## config.mk

```make
export PLATFORM = sky130hd
export DESIGN_NAME = tempsense_readout
export DESIGN_NICKNAME = d
export VERILOG_FILES = /design/src/rtl/tempsense_readout.sv
export SDC_FILE = /design/constraint.sdc
export NUM_CORES = 1
export LEC_CHECK = 0
export BUFFER_PORTS_ARGS = -buffer_cell sky130_fd_sc_hd__buf_2
export CAP_MARGIN = 20
export CORE_ASPECT_RATIO = 0.7
export CORE_MARGIN = 2
export CORE_UTILIZATION = 50
export CTS_BUF_LIST = sky130_fd_sc_hd__clkbuf_8
export CTS_CLUSTER_DIAMETER = 200
export DETAILED_ROUTE_END_ITERATION = 8
export PLACE_DENSITY = 0.67
export SLEW_MARGIN = 15
export SYNTH_ARGS = -nofsm -noshare
export SYNTH_HDL_FRONTEND = slang
export SYNTH_SLANG_ARGS = --single-unit
```

## constraint.sdc

```tcl
create_clock -name clk -period 2.4 [get_ports clk]
set_clock_uncertainty 0.2 [all_clocks]
set_input_delay 0.36 -clock clk [delete_from_list [all_inputs] [get_ports clk]]
set_output_delay 0.36 -clock clk [all_outputs]
set_load 0.02 [all_outputs]
```

## src/rtl/tempsense_readout.sv

```systemverilog
// Tempsense delay readout: synchronizes the delay edge, counts discharge cycles,
// latches result/timeout, and scans the result nibble-by-nibble onto the digit bus.
module tempsense_readout #(
  parameter int CNT_W      = 12,
  parameter int DISP_TICKS = 5000
) (
  input  logic             clk,
  input  logic             reset_n,
  input  logic             i_start,
  input  logic             i_tempdelay,
  output logic [CNT_W-1:0] o_result,
  output logic             o_valid,
  output logic             o_timeout,
  output logic             o_busy,
  output logic [3:0]       o_digit,
  output logic             o_blank
);

  localparam int NIB    = CNT_W / 4;
  localparam int SLOT_W = $clog2(NIB + 1);
  localparam int TICK_W = (DISP_TICKS > 1) ? $clog2(DISP_TICKS) : 1;

  localparam logic [CNT_W-1:0]  CNT_MAX    = {CNT_W{1'b1}};
  localparam logic [SLOT_W-1:0] SLOT_BLANK = SLOT_W'(NIB);
  localparam logic [TICK_W-1:0] TICK_LAST  = TICK_W'(DISP_TICKS - 1);

  typedef enum logic [0:0] {
    ST_IDLE    = 1'b0,
    ST_MEASURE = 1'b1
  } state_t;

  state_t             state_r, state_s;
  logic               sync1_r, sync2_r;
  logic [CNT_W-1:0]   cnt_r, cnt_s, result_s;
  logic               valid_s, timeout_s;
  logic [SLOT_W-1:0]  slot_r, slot_s;
  logic [TICK_W-1:0]  tick_r, tick_s;
  logic [3:0]         digit_s;
  logic               blank_s;

  // Slot 0 is the most significant nibble; slots past the last nibble read as zero.
  function automatic logic [3:0] nibble_at(input logic [CNT_W-1:0] value,
                                           input logic [SLOT_W-1:0] slot);
    logic [CNT_W-1:0] shifted;
    if (int'(slot) >= NIB) begin
      return 4'h0;
    end else begin
      shifted = value >> (4 * (NIB - 1 - int'(slot)));
      return shifted[3:0];
    end
  endfunction

  // Two-flop synchronizer for the asynchronous delay edge.
  always_ff @(posedge clk or negedge reset_n) begin
    if (!reset_n) begin
      sync1_r <= 1'b0;
      sync2_r <= 1'b0;
    end else begin
      sync1_r <= i_tempdelay;
      sync2_r <= sync1_r;
    end
  end

  // Measurement FSM next state: restart beats detection, detection beats timeout.
  always_comb begin
    state_s   = state_r;
    cnt_s     = cnt_r;
    result_s  = o_result;
    timeout_s = o_timeout;
    valid_s   = 1'b0;
    case (state_r)
      ST_IDLE: begin
        if (i_start) begin
          state_s = ST_MEASURE;
          cnt_s   = {CNT_W{1'b0}};
        end else begin
          state_s = ST_IDLE;
        end
      end
      ST_MEASURE: begin
        if (i_start) begin
          cnt_s = {CNT_W{1'b0}};
        end else if (sync2_r) begin
          result_s  = cnt_r;
          timeout_s = 1'b0;
          valid_s   = 1'b1;
          state_s   = ST_IDLE;
        end else if (cnt_r == CNT_MAX) begin
          result_s  = CNT_MAX;
          timeout_s = 1'b1;
          valid_s   = 1'b1;
          state_s   = ST_IDLE;
        end else begin
          cnt_s = cnt_r + {{(CNT_W-1){1'b0}}, 1'b1};
        end
      end
      default: begin
        state_s = ST_IDLE;
        cnt_s   = {CNT_W{1'b0}};
      end
    endcase
  end

  // Measurement state, counter and latched result.
  always_ff @(posedge clk or negedge reset_n) begin
    if (!reset_n) begin
      state_r   <= ST_IDLE;
      cnt_r     <= {CNT_W{1'b0}};
      o_result  <= {CNT_W{1'b0}};
      o_timeout <= 1'b0;
      o_valid   <= 1'b0;
      o_busy    <= 1'b0;
    end else begin
      state_r   <= state_s;
      cnt_r     <= cnt_s;
      o_result  <= result_s;
      o_timeout <= timeout_s;
      o_valid   <= valid_s;
      o_busy    <= (state_s == ST_MEASURE);
    end
  end

  // Display sequencer next state; a fresh result restarts the scan at the MSB nibble.
  always_comb begin
    slot_s = slot_r;
    tick_s = tick_r;
    if (valid_s) begin
      slot_s = {SLOT_W{1'b0}};
      tick_s = {TICK_W{1'b0}};
    end else if (tick_r == TICK_LAST) begin
      tick_s = {TICK_W{1'b0}};
      if (slot_r == SLOT_BLANK) begin
        slot_s = {SLOT_W{1'b0}};
      end else begin
        slot_s = slot_r + {{(SLOT_W-1){1'b0}}, 1'b1};
      end
    end else begin
      tick_s = tick_r + {{(TICK_W-1){1'b0}}, 1'b1};
    end
  end

  // Digit/blank decode for the current slot.
  always_comb begin
    digit_s = 4'h0;
    blank_s = 1'b1;
    if (slot_r == SLOT_BLANK) begin
      digit_s = 4'h0;
      blank_s = 1'b1;
    end else begin
      digit_s = nibble_at(o_result, slot_r);
      blank_s = 1'b0;
    end
  end

  // Display slot/tick counters and registered digit outputs.
  always_ff @(posedge clk or negedge reset_n) begin
    if (!reset_n) begin
      slot_r  <= {SLOT_W{1'b0}};
      tick_r  <= {TICK_W{1'b0}};
      o_digit <= 4'h0;
      o_blank <= 1'b1;
    end else begin
      slot_r  <= slot_s;
      tick_r  <= tick_s;
      o_digit <= digit_s;
      o_blank <= blank_s;
    end
  end

endmodule

```

==> results.md <==
- Slew @ Worst Pin: 0.5167 ns
- Clock Tree Root: clkbuf_8
- Final Wtd Congestion: 0.7989
- Total track usage: 19.30%
- IO buf count: 23
- Iter 0 DRT Violations: 145
- Post-CTS sizing: 0
- Sw Share: 29.56%
- Crit path DAT: 2.20 ns
- Initial core utilization: 51.42%
- Die width: 83.53 um
- Peak supply drop: 368.4 uV
- DR WL/cell: 15.68 um
- Max cap viols: 0
- Commonest cells after routing, fill and taps aside: dfrtp_1, nor2_1, buf_2, o22a_1
- Vias/cell: 5.652
- HP Class: reg -> reg
- Hold Vio Cnt, Final: 0
- Largest area contributor in the synthesized netlist: dfrtp_1
- Initial antenna violation count: 0
- Hold path start: sync1_r
- Remaining global-route overflow: 0
- CP Launch Type: flop
- CTS buffer count: 5
- Crit. Startpoint: cnt_r[0]
- Layout cells sized above 1: 21.98%
- Final ANT Viol Nets: 0
- Fill count: 389
- Mean area per synthesized cell: 11.01 sq um
- Number of cell rows: 20
- Commonest non-fill, non-tap cell in the layout: dfrtp_1
- Reg2reg start: cnt_r[0]
- YS warnings: 0
- RSZ-0062 raised after global routing: no
- Max stage delay cell, worst path: dfrtp_1
- Global-route wire length before repair: 7.383 mm
- Worst Path Buf+Inv: 0
- Detailed Route WL: 4.501 mm
- Vias in the first global route: 1491
- Crit Path Max Fanout: 10
- Clock buffer depth: 2
- Util after Layout: 58.28%
- Reg2reg setup slack: 0.18 ns
- Minimum clock period: 2.215 ns
- Largest net degree at the start of global routing: 21
- Area used by multi-input combinational logic: 934.6 sq um
- DIE AREA: 4984 sq um
- Comb pwr share: 18.2%
- Core ar.: 4304 sq um
- P_leak: 0.001130 uW
- Max-slew violation count: 0
- Register area: 1227 sq um
- CTS tree: built
- Crit share post-route: 92.30%
- Num ports: 24
- CP peak stage delay: 0.44 ns
- Final setup TNS: 0 ns
- Share of the synthesized area in the top cell type: 54.27%
- Sw power: 520.2 uW
- DP Area: 2406 sq um
- TritonCTS Sinks: 49
- DRC errors left: 0
- Status: finished clean
- Vias: 1622
- CP Capture Type: flop
- PwrDens: 701.5 nW/um^2
- Area Overhead vs Synth: 13.34%
- Final Cell Area: 2509 sq um
- Data required, critical path: 2.38 ns
- Synth Cell Area: 2213 sq um
- # diodes: 0
- Mapped Cells: 201
- Fmax: 451.4 MHz
- Vert. Die Dim: 59.67 um
- DP HPWL: 3.346 mm
- Reg clk slew, reported paths: 0.08 ns
- DRT Pass-1 Iters: 4
- Crit-path leading delay family: simple AND/OR/NAND/NOR gates
- Seq/Total Area, Yosys: 55.46%
- Synthesized flop and latch total: 49
- CP cell instances: ha_1, and4_1, a41oi_2, nand4_1, mux2_2
- Largest cells by area after synthesis: dfrtp_1, nor2_1, mux2_2, o22a_1, xnor2_1
- Worst setup path class: reg -> reg
- Nets: 238
- Slew headroom: 65.55%
- Skew-Pair Late Insertion Delay: 0.29 ns
- Mapped Nets: 208
- Yosys cell types: 38
- Clock Power Share: 25.7%
- H-tree depth: 2
- Sequential power share: 56.1%
- Setup Viol. Count Final: 0
- Internal: 1240 uW
repair_timing:
item	4_1_cts	5_1_grt
hold buffers	2	0
buffers inserted	0	0
hold endpoints to repair	14	0
power groups by stage:
stage	sequential, uW	combinational (uW)	clock, uW
2_1_floorplan	1050	146	0
3_3_place_gp	997	313	0
3_5_place_dp	1000	317	0
4_1_cts	987	322	473
5_1_grt	1000	349	510
6_report	987	321	453
logic make-up (layout without fill, tap and decap cells):
family	Yosys count	in the layout	share of synthesized area, %
and+or+nand+nor	86	86	20.01
buffers and inverters	12	43	2.318
DFF	49	49	55.46
xor gates and xnor gates	12	12	4.749
adders and majority gates	3	3	1.696
muxes	12	12	5.992
AOI/OAI and AO/OA	27	27	9.780
final timing paths:
path                            end  depth (start not counted)
setup reg to reg           cnt_r[8]                          5
min in group asynchronous  cnt_r[6]                          2
setup / recovery           cnt_r[8]                          5
hold / removal              sync2_r                          0
hold reg to reg             sync2_r                          0
max in group asynchronous   o_blank                          3
synthesized netlist by cell type:
cell      number
nor3b_1        1
nand3b_1       1
nor2_1        31
and4_1         2
a22oi_1        4
nand3_1        6
buf_4          1
o21ai_1        1
dfrtp_1       48
a21oi_1        4
ha_1           3
nor4_1         2
o211ai_1       1
xnor2_1        9
or4_4          1
a21bo_2        1
o31ai_1        2
or3_1          3
o21a_1         1
and3_1         1
nor3_1         5
nand2b_1       1
inv_1          4
dfstp_2        1
or4_1          1
nand4_1        9
clkbuf_1       5
or4b_1         2
nand2_1       10
o22a_1        12
or2_2          1
buf_2          2
xor2_1         3
mux2i_1        2
nor2b_1        7
mux2_2        10
and2_1         2
a41oi_2        1
state kept, by name, summed over array words and instances, names as in the netlist:
name,cells
cnt_r,12
o_blank,1
o_digit,4
o_result,12
o_timeout,1
o_valid,1
slot_r,2
state_r,1
sync1_r,1
sync2_r,1
tick_r,13
cell type report:
type | instances | area share [%]
clock buffer | 5 | 2.743
clock inverter | 3 | 0.5486
inverter | 4 | 0.5985
multi-input combinational | 140 | 37.26
sequential | 49 | 48.93
tap | 55 | 2.743
timing repair buffer | 31 | 7.182
stage by stage:
step	hold WS [ns]	std cells	total power, uW	worst slack [ns]
2_1_floorplan	-0.1356	201	1196	0.2851
3_3_place_gp	0.1000	277	1310	0.2477
3_5_place_dp	0.09933	277	1321	0.2020
4_1_cts	0.1561	287	1782	0.1888
5_1_grt	0.1798	287	1860	0.08218
6_report	0.1532	287	1760	0.1848
layer usage:
layer / global-route usage, % / routed length [um] / vias up
met1: 28.74 / 2348 / 802
met5: 0 / 0 / -
met3: 4.696 / 230 / 2
met2: 28.69 / 1903 / 42
met4: 5.300 / 19 / 0
li1: - / - / 776
No activity file was read; power rests on OpenSTA's default activity.
